[src/rtl/monitor_pkg.sv]
// Shared types and byte constants for the UART memory monitor.
package monitor_pkg;

  typedef enum logic [3:0] {
    ST_IDLE,
    ST_A_HI,
    ST_A_LO,
    ST_D_HI,
    ST_D_LO,
    ST_MEM,
    ST_TX_SEND,
    ST_TX_GUARD,
    ST_TX_WAIT
  } state_t;

  localparam logic [7:0] CMD_WR  = 8'h57;
  localparam logic [7:0] CMD_RD  = 8'h52;
  localparam logic [7:0] RSP_OK  = 8'h4B;
  localparam logic [7:0] RSP_ERR = 8'h3F;

endpackage

[src/rtl/uart_mem_monitor_if.sv]
// Byte-stream (uart_rx/uart_tx) and SRAM req/ack signals seen by the monitor.
interface uart_mem_monitor_if;
  logic [7:0]  rx_byte;
  logic        rx_valid;
  logic [7:0]  tx_data;
  logic        tx_send;
  logic        tx_busy;
  logic        mem_req;
  logic        mem_we;
  logic [15:0] mem_addr;
  logic [15:0] mem_wdata;
  logic [15:0] mem_rdata;
  logic        mem_ack;

  modport master (
    input  rx_byte, rx_valid, tx_busy, mem_rdata, mem_ack,
    output tx_data, tx_send, mem_req, mem_we, mem_addr, mem_wdata
  );

  modport slave (
    output rx_byte, rx_valid, tx_busy, mem_rdata, mem_ack,
    input  tx_data, tx_send, mem_req, mem_we, mem_addr, mem_wdata
  );
endinterface

[src/rtl/uart_mem_monitor.sv]
// Host debug monitor: parses W/R byte commands, performs one SRAM access and
// streams the reply bytes into uart_tx.
module uart_mem_monitor
  import monitor_pkg::*;
#(
  parameter int CLK_FREQ       = 50_000_000,
  parameter int TIMEOUT_CYCLES = 5_000_000
) (
  input  logic               clk,
  input  logic               rst_n,
  uart_mem_monitor_if.master bus,
  output logic               active,
  output logic               overrun
);

  // An inter-byte gap longer than one second is clamped to one second.
  localparam int TMO_CYCLES = (TIMEOUT_CYCLES < CLK_FREQ) ? TIMEOUT_CYCLES : CLK_FREQ;
  localparam int TMR_W      = $clog2(TIMEOUT_CYCLES + 1);
  localparam logic [TMR_W-1:0] TMR_LOAD = TMR_W'(TMO_CYCLES);
  localparam logic [TMR_W-1:0] TMR_ONE  = TMR_W'(1);

  state_t             r_state;
  state_t             w_state_next;
  logic               r_mem_we;
  logic [15:0]        r_addr;
  logic [15:0]        r_wdata;
  logic [7:0]         r_tx_data;
  logic [15:0]        r_rsp_buf;
  logic               r_rsp_idx;
  logic               r_rsp_two;
  logic [TMR_W-1:0]   r_timer;
  logic               r_overrun;

  logic               w_is_cmd;
  logic               w_collect;
  logic               w_expire;
  logic               w_ack_done;
  logic               w_err_load;
  logic               w_tx_next;
  logic               w_drop_state;
  logic               w_tx_send;
  logic               w_mem_req;
  logic [15:0]        w_rsp_val;

  assign w_is_cmd     = (bus.rx_byte == CMD_WR) || (bus.rx_byte == CMD_RD);
  assign w_collect    = (r_state == ST_A_HI) || (r_state == ST_A_LO) ||
                        (r_state == ST_D_HI) || (r_state == ST_D_LO);
  assign w_expire     = w_collect && !bus.rx_valid && (r_timer == TMR_ONE);
  assign w_ack_done   = (r_state == ST_MEM) && bus.mem_ack;
  assign w_err_load   = (r_state == ST_IDLE) && bus.rx_valid && !w_is_cmd;
  assign w_tx_next    = (r_state == ST_TX_WAIT) && !bus.tx_busy && r_rsp_two && !r_rsp_idx;
  assign w_drop_state = (r_state == ST_MEM) || (r_state == ST_TX_SEND) ||
                        (r_state == ST_TX_GUARD) || (r_state == ST_TX_WAIT);

  // Reply byte gi sits at [15-8*gi -: 8]; byte 0 is always sent first.
  for (genvar gi = 0; gi < 2; gi++) begin : g_rsp
    assign w_rsp_val[15-8*gi -: 8] =
        (r_state == ST_IDLE) ? ((gi == 0) ? RSP_ERR : 8'h00) :
        r_mem_we             ? ((gi == 0) ? RSP_OK  : 8'h00) :
                               bus.mem_rdata[15-8*gi -: 8];
  end

  always_ff @(posedge clk or negedge rst_n) begin
    if (!rst_n) r_state <= ST_IDLE;
    else        r_state <= w_state_next;
  end

  always_comb begin
    w_state_next = r_state;
    w_tx_send    = 1'b0;
    w_mem_req    = 1'b0;
    case (r_state)
      ST_IDLE:     if (bus.rx_valid) w_state_next = w_is_cmd ? ST_A_HI : ST_TX_SEND;
      ST_A_HI:     if (bus.rx_valid) w_state_next = ST_A_LO;
                   else if (w_expire) w_state_next = ST_IDLE;
      ST_A_LO:     if (bus.rx_valid) w_state_next = r_mem_we ? ST_D_HI : ST_MEM;
                   else if (w_expire) w_state_next = ST_IDLE;
      ST_D_HI:     if (bus.rx_valid) w_state_next = ST_D_LO;
                   else if (w_expire) w_state_next = ST_IDLE;
      ST_D_LO:     if (bus.rx_valid) w_state_next = ST_MEM;
                   else if (w_expire) w_state_next = ST_IDLE;
      ST_MEM: begin
        w_mem_req = 1'b1;
        if (bus.mem_ack) w_state_next = ST_TX_SEND;
      end
      ST_TX_SEND: begin
        if (!bus.tx_busy) begin
          w_tx_send    = 1'b1;
          w_state_next = ST_TX_GUARD;
        end
      end
      ST_TX_GUARD: w_state_next = ST_TX_WAIT;
      ST_TX_WAIT:  if (!bus.tx_busy) w_state_next = w_tx_next ? ST_TX_SEND : ST_IDLE;
      default:     w_state_next = ST_IDLE;
    endcase
  end

  always_ff @(posedge clk or negedge rst_n) begin
    if (!rst_n) begin
      r_mem_we  <= 1'b0;
      r_addr    <= '0;
      r_wdata   <= '0;
      r_tx_data <= '0;
      r_rsp_buf <= '0;
      r_rsp_idx <= 1'b0;
      r_rsp_two <= 1'b0;
      r_timer   <= '0;
      r_overrun <= 1'b0;
    end else begin
      if ((r_state == ST_IDLE) && bus.rx_valid && w_is_cmd) begin
        r_mem_we <= (bus.rx_byte == CMD_WR);
        r_timer  <= TMR_LOAD;
      end else if (w_collect) begin
        if (bus.rx_valid)      r_timer <= TMR_LOAD;
        else if (r_timer != 0) r_timer <= r_timer - TMR_ONE;
      end

      if (bus.rx_valid) begin
        case (r_state)
          ST_A_HI: r_addr[15:8]  <= bus.rx_byte;
          ST_A_LO: r_addr[7:0]   <= bus.rx_byte;
          ST_D_HI: r_wdata[15:8] <= bus.rx_byte;
          ST_D_LO: r_wdata[7:0]  <= bus.rx_byte;
          default: ;
        endcase
      end

      if (w_ack_done || w_err_load) begin
        r_rsp_buf <= w_rsp_val;
        r_tx_data <= w_rsp_val[15:8];
        r_rsp_idx <= 1'b0;
        r_rsp_two <= w_ack_done && !r_mem_we;
      end else if (w_tx_next) begin
        r_rsp_idx <= 1'b1;
        r_tx_data <= r_rsp_buf[7:0];
      end

      if (bus.rx_valid && w_drop_state) r_overrun <= 1'b1;
    end
  end

  assign bus.tx_data   = r_tx_data;
  assign bus.tx_send   = w_tx_send;
  assign bus.mem_req   = w_mem_req;
  assign bus.mem_we    = r_mem_we;
  assign bus.mem_addr  = r_addr;
  assign bus.mem_wdata = r_wdata;
  assign active        = (r_state != ST_IDLE);
  assign overrun       = r_overrun;

endmodule

[src/flat_wrapper.sv]
// flat-port wrapper written by rule: the top's interface ports become plain ports
module uart_mem_monitor_flat import monitor_pkg::*;
#(
  parameter int CLK_FREQ       = 50_000_000,
  parameter int TIMEOUT_CYCLES = 5_000_000
)
  (clk, rst_n, active, overrun, bus_rx_byte, bus_rx_valid, bus_tx_busy, bus_mem_rdata, bus_mem_ack, bus_tx_data, bus_tx_send, bus_mem_req, bus_mem_we, bus_mem_addr, bus_mem_wdata);
  uart_mem_monitor_if bus_i ();
  input  logic clk;
  input  logic rst_n;
  output logic active;
  output logic overrun;
  input wire logic [$bits(bus_i.rx_byte)-1:0] bus_rx_byte;
  input wire logic [$bits(bus_i.rx_valid)-1:0] bus_rx_valid;
  input wire logic [$bits(bus_i.tx_busy)-1:0] bus_tx_busy;
  input wire logic [$bits(bus_i.mem_rdata)-1:0] bus_mem_rdata;
  input wire logic [$bits(bus_i.mem_ack)-1:0] bus_mem_ack;
  output wire logic [$bits(bus_i.tx_data)-1:0] bus_tx_data;
  output wire logic [$bits(bus_i.tx_send)-1:0] bus_tx_send;
  output wire logic [$bits(bus_i.mem_req)-1:0] bus_mem_req;
  output wire logic [$bits(bus_i.mem_we)-1:0] bus_mem_we;
  output wire logic [$bits(bus_i.mem_addr)-1:0] bus_mem_addr;
  output wire logic [$bits(bus_i.mem_wdata)-1:0] bus_mem_wdata;
  assign bus_i.rx_byte = bus_rx_byte;
  assign bus_i.rx_valid = bus_rx_valid;
  assign bus_i.tx_busy = bus_tx_busy;
  assign bus_i.mem_rdata = bus_mem_rdata;
  assign bus_i.mem_ack = bus_mem_ack;
  assign bus_tx_data = bus_i.tx_data;
  assign bus_tx_send = bus_i.tx_send;
  assign bus_mem_req = bus_i.mem_req;
  assign bus_mem_we = bus_i.mem_we;
  assign bus_mem_addr = bus_i.mem_addr;
  assign bus_mem_wdata = bus_i.mem_wdata;
  uart_mem_monitor #(.CLK_FREQ(CLK_FREQ), .TIMEOUT_CYCLES(TIMEOUT_CYCLES)) u_core (.clk(clk), .rst_n(rst_n), .bus(bus_i), .active(active), .overrun(overrun));
endmodule
[config.mk]
export PLATFORM = sky130hd
export DESIGN_NAME = uart_mem_monitor_flat
export DESIGN_NICKNAME = d
export VERILOG_FILES = /design/src/rtl/monitor_pkg.sv /design/src/rtl/uart_mem_monitor_if.sv /design/src/rtl/uart_mem_monitor.sv /design/src/flat_wrapper.sv
export SDC_FILE = /design/constraint.sdc
export NUM_CORES = 1
export LEC_CHECK = 0
export BUFFER_PORTS_ARGS = -buffer_cell sky130_fd_sc_hd__buf_2
export CORE_AREA = 2 2 104 106
export DETAILED_ROUTE_END_ITERATION = 8
export DIE_AREA = 0 0 106 108
export PLACE_DENSITY = 0.68
export SYNTH_ARGS = -nofsm -noshare
export SYNTH_HDL_FRONTEND = slang
export SYNTH_SLANG_ARGS = --single-unit
export TNS_END_PERCENT = 50
[constraint.sdc]
create_clock -name clk -period 2.4 [get_ports clk]
set_input_delay 0.48 -clock clk [delete_from_list [all_inputs] [get_ports clk]]
set_output_delay 0.48 -clock clk [all_outputs]
set_load 0.005 [all_outputs]
### Word-level counts from Yosys, hierarchy flattened

Cells that the tools add are included.

| storage, ports and cells | value |
|---|---|
| bits in registers | 79 |
| latch bits | 0 |
| RAM bits | 0 |
| memory bits (read-only) | 0 |
| bits of input ports | 29 |
| output and inout port bits | 45 |
| word-level logic and storage cells | 92 |
| memories kept | 0 |

| cells by class | value |
|---|---|
| add/sub/neg operators | 1 |
| multipliers | 0 |
| div/mod/pow operators | 0 |
| order comparisons | 0 |
| equality and inequality tests | 15 |
| shifts and indexed selects | 0 |
| multiplexer cells | 28 |
| bitwise logic cells | 0 |
| reduce and logical (&&, ||, !) cells | 36 |

Operator list:

| kind | count |
|---|---|
| $mux W23 | 4 |
| $mux W8 | 6 |
| $mux W4 | 9 |
| $pmux W4 S9 | 1 |
| $eq A23 B1 Y1 const B | 1 |
| $reduce_bool A23 Y1 | 1 |
| $sub A23 B1 Y23 const B | 1 |
| $eq A4 B3 Y1 const B | 4 |
| $eq A8 B7 Y1 const B | 2 |
| $logic_and A1 B1 Y1 | 11 |
| $reduce_and A2 Y1 | 5 |
| $mux W3 | 3 |
| $eq A4 B2 Y1 const B | 2 |
| $logic_or A1 B1 Y1 | 8 |
| $ne A2 B2 Y1 const B | 4 |
| $logic_not A1 Y1 | 5 |
| $mux W1 | 5 |
| $eq A4 B1 Y1 const B | 1 |
| $eq A4 B4 Y1 const B | 1 |
| $logic_not A4 Y1 | 1 |
| $reduce_and A4 Y1 | 1 |
| $reduce_bool A2 Y1 | 2 |
| $reduce_bool A4 Y1 | 1 |
| $reduce_bool A3 Y1 | 1 |

### Longest topological paths before layout

| logic depth | value |
|---|---|
| depth in word-level cells | 9 |
| gate-level depth with buffers | 8 |
| gate-level depth less buffers | 7 |

### Worst setup path before layout

No wires, ideal clock.

| timing path | value |
|---|---|
| kind | reg2reg |
| from | reg u_core.r_timer[0] |
| to | reg u_core.r_timer[12] |
| setup time | 0.129 ns |
| data arrival time | 2.311 ns |
| required time | 2.271 ns |
| setup slack | -0.040 ns |
| stages on the path, launching flop included | 8 |
| path buffers | 0 |
| period minus slack after synthesis | 2.440 ns |
| cells stage by stage | dfrtp_1 > inv_1 > ha_1 > or3b_2 > or3_1 > or4_2 > o31ai_1 > a21oi_1 |

| between the ends | value |
|---|---|
| cells in the longest elaborated chain, start to end | 5 |
| elaborated cells on any way between the ends | 8 |
| classes of those cells | add/sub (1); mux (4); reduce/logical (3) |

RTL lines:

| element | line | source |
|---|---|---|
| start, declared | uart_mem_monitor.sv:31 | `logic [TMR_W-1:0] r_timer;` |
| start signal, assigned | uart_mem_monitor.sv:115 | `else if (r_timer != 0) r_timer <= r_timer - TMR_ONE;` |
| $sub A23 B1 Y23 | uart_mem_monitor.sv:115 |  |
| $mux W23 | uart_mem_monitor.sv:115 |  |
| $mux W23 | uart_mem_monitor.sv:114 | `if (bus.rx_valid) r_timer <= TMR_LOAD;` |
| $mux W23 | uart_mem_monitor.sv:113 | `end else if (w_collect) begin` |
| $mux W23 | uart_mem_monitor.sv:110 | `if ((r_state == ST_IDLE) && bus.rx_valid && w_is_cmd) begin` |

Several ways; a longest one is shown, not always the timed one. The select of a mux whose other input is x is not followed.
A chain may end at the register's enable or synchronous reset.

### Worst setup path in the final report

| timing path | value |
|---|---|
| from | reg u_core.r_timer[6] |
| to | reg u_core.r_timer[19] |

Same word-level chain as after synthesis.

==> results.yml <==
power:
  ir_drop_uv: 546.6
  cellLeakagePower_nw: 2.277
  p_per_area_nw_per_um2: 1098
placed_design:
  dp_hpwl_mm: 7.316
  port_buffers: 73
  routabilityCongestion: 0.9138
  preCtsSetupSlack_ps: -181.7
  dp.cells: 614
yosys:
  syn_inst: 380
  ys_ff_latch: 79
  synthArstFlopShare: 1.000
  yosysUniqueCellTypes: 59
  syn_area_per_cell_um2: 10.66
  ys_warn_count: 0
  yosysTopAreaCell: "dfrtp_1"
  yosys-top-cells-area: "dfrtp_1 49%, mux2_2 9.2%, mux2i_1 2.2%"
  synth_ff_type: "dfrtp_1"
  synth_edf_count: 0
  netlist_area_um2: 4050
  syn_nets: 412
  yosysTopAreaCellShare: 0.4881
  ys_seq_area_frac: 0.4881
floorplanning:
  die_x_um: 106
  die_h_um: 108
  start_util: 0.3959
  dieArea_um2: 11450
  ios: 74
  core_um2: 10230
  rows: 37
worst_setup_path:
  rr_startpoint: "u_core.r_timer[6]"
  cp.arrival_ps: 2670
  rrSetupSlack_ps: -40
  end_kind: "register"
  critPathLaunchType: "register"
  path_max_fanout: 5
  crit_required_ps: 2630
  worstRegToRegCells: 5
  rr_endpoint: "u_core.r_timer[19]"
  crit_type: "reg2reg"
cells_and_area:
  fin_nets: 523
  final_common_cell: "dfrtp_1"
  drive_gt1_frac: 0.4032
  final_cell_mix: "79 x dfrtp_1, 72 x buf_2, 49 x buf_4, 33 x mux2_2, 20 x nand2_1"
  fin_util: 0.5015
  antenna_cells: 0
  final_cells: 632
  syn_to_final_growth_pct: 26.69
status:
  violations: "negative setup slack"
  status: "finished, violations left"
detailed_routing:
  drt-initial-drc-count: 161
  wl_per_cell_um: 15.77
  drc: 0
  totalWireLength_mm: 9.966
  drt-vias-per-instance: 5.453
  first_pass_iters: 5
  ant_nets: 0
  vias: 3446
global_routing:
  grtUsageTotal: 0.1795
  grt_pass1_vias: 3403
  grt_max_degree: 41
  overflow: 0
  grt_first_pass_wirelength_mm: 16.47
  antenna_found_initial: 0
timing:
  min_period_ps: 2445
  tightest_slew_ps: 555.9
  finalMaxSlewViolations: 0
  hold_viol_final: 0
  setup_tns_ps: -44.92
  layout_setup_ws_ps: -44.92
  fmax_mhz: 409.0
  finalSetupViolCount: 1
  finalCritPeriodShare: 1.019
  fin_skew_ps: 10.97
  relSlewSlack: 0.6280
  grt_setup_unrepaired: "true"
clocking:
  cts_buffers: 9
  cts.sinks: 79
  insertion_delay_ps: 350
  path_clk_slew_ps: 90
  cts_hold_buf: 0
  clock_path_buffers: 2
  cts_tree: "done"
  root_buffer: "clkbuf_8"
  htreeDepth: 3
run:
  drv_cap: 0
hold_path:
  hold_class: "in2async"
==> registers in the layout, summed over array words and instances, names as in the netlist <==
name and count:
u_core.r_rsp_buf 8, u_core.bus.mem_wdata 16, u_core.bus.tx_data 8, u_core.r_state 4
u_core.overrun 1, u_core.r_rsp_two 1, u_core.bus.mem_we 1, u_core.bus.mem_addr 16
u_core.r_rsp_idx 1, u_core.r_timer 23
==> worst max-delay path, stage by stage (launching register included) <==
cell and delay [ps]:
dfrtp_1 400, or4_4 580, or4_4 530, a211o_1 270, o31ai_1 180, or3b_1 360
==> how the worst max path moves through the flow <==
stage / startpoint / to / slack [ps] / cells past startpoint
2_1_floorplan: u_core.r_timer[6] / u_core.r_timer[19] / -6 / 5
3_5_place_dp: bus_rx_byte[3] / u_core.r_timer[9] / -180 / 8
3_3_place_gp: bus_rx_byte[3] / u_core.r_timer[9] / -100 / 8
4_1_cts: u_core.r_timer[7] / u_core.r_timer[19] / -30 / 5
6_report: u_core.r_timer[6] / u_core.r_timer[19] / -40 / 5
5_1_grt: u_core.r_timer[6] / u_core.r_timer[19] / -100 / 5
==> where the power goes <==
part | internal (mW) | leakage (nW) | total, mW | switching [mW]
clock network | 0.420 | 0.0914 | 0.963 | 0.542
registers | 1.83 | 0.959 | 2.13 | 0.298
logic | 1.27 | 1.23 | 2.54 | 1.28
total | 3.52 | 2.28 | 5.63 | 2.12
==> kinds of logic (layout without fill, tap and decap cells) <==
logic type                 Yosys count  in the layout  share of synthesized area
and+or+nand+nor                    143            143                     0.2153
buffers and inverters               32            148                    0.03058
AOI/OAI and AO/OA                   77             77                     0.1341
adders and majority gates            3              3                   0.009269
muxes                               42             42                     0.1140
xor gates and xnor gates             4              4                   0.008652
DFF                                 79             79                     0.4881
==> layout make-up <==
cell class	instances	area, um^2
repair buffers	122	748.2
well taps	136	170.2
multi-input cells	269	2008
inverters	10	37.54
clock inverters	6	52.55
flip-flops and latches	79	1977
clock buffers	10	137.6
fillers	931	5100
==> synth_stat cells (2+ instances only) <==
cell type and number:
ha_1 3, o311ai_0 2, nand2b_1 14, nand3b_1 5
o21ai_0 13, a21oi_1 11, buf_2 3, a22o_1 8
dfrtp_1 79, a2bb2oi_1 3, mux2_2 33, nor2_1 17
o21a_1 2, mux2i_1 9, nor4bb_1 2, nor4_1 10
nand4_1 7, or3_1 8, or4_2 2, clkbuf_1 18
and2_1 5, o211ai_1 9, nor3_1 7, or3b_1 3
a221oi_1 2, a31o_2 2, nor4_2 2, nand2_1 20
or3b_2 2, o31ai_1 11, inv_1 10, nand3_1 16
nor2b_1 7, a21o_1 5, xor2_1 3, or4_1 2
or4_4 3
==> layer usage <==
metal / global-route usage / part of all wire / vias to the layer above
met5: 0 / 0 / -
met4: 0.06109 / 0.012 / 0
met3: 0.03074 / 0.043 / 10
met2: 0.2876 / 0.47 / 83
met1: 0.2486 / 0.47 / 1716
li1: - / - / 1637
==> metrics by stage <==
step                      hold WS (ps)  area, um^2  power [mW]
final                            104.9        5131       5.632
after floorplan                  184.4        4060       3.571
after CTS                        126.1        5091       5.645
after global placement           458.1        4877       4.575
after detailed placement         462.6        4877       4.650
after global routing             148.0        5131       6.054
==> repair_timing <==
action	in CTS	in global routing
pin swaps	3	4
buffers inserted	1	1
setup endpoints to repair	5	15
gates resized for setup	4	7
No activity file was read; power rests on OpenSTA's default activity.
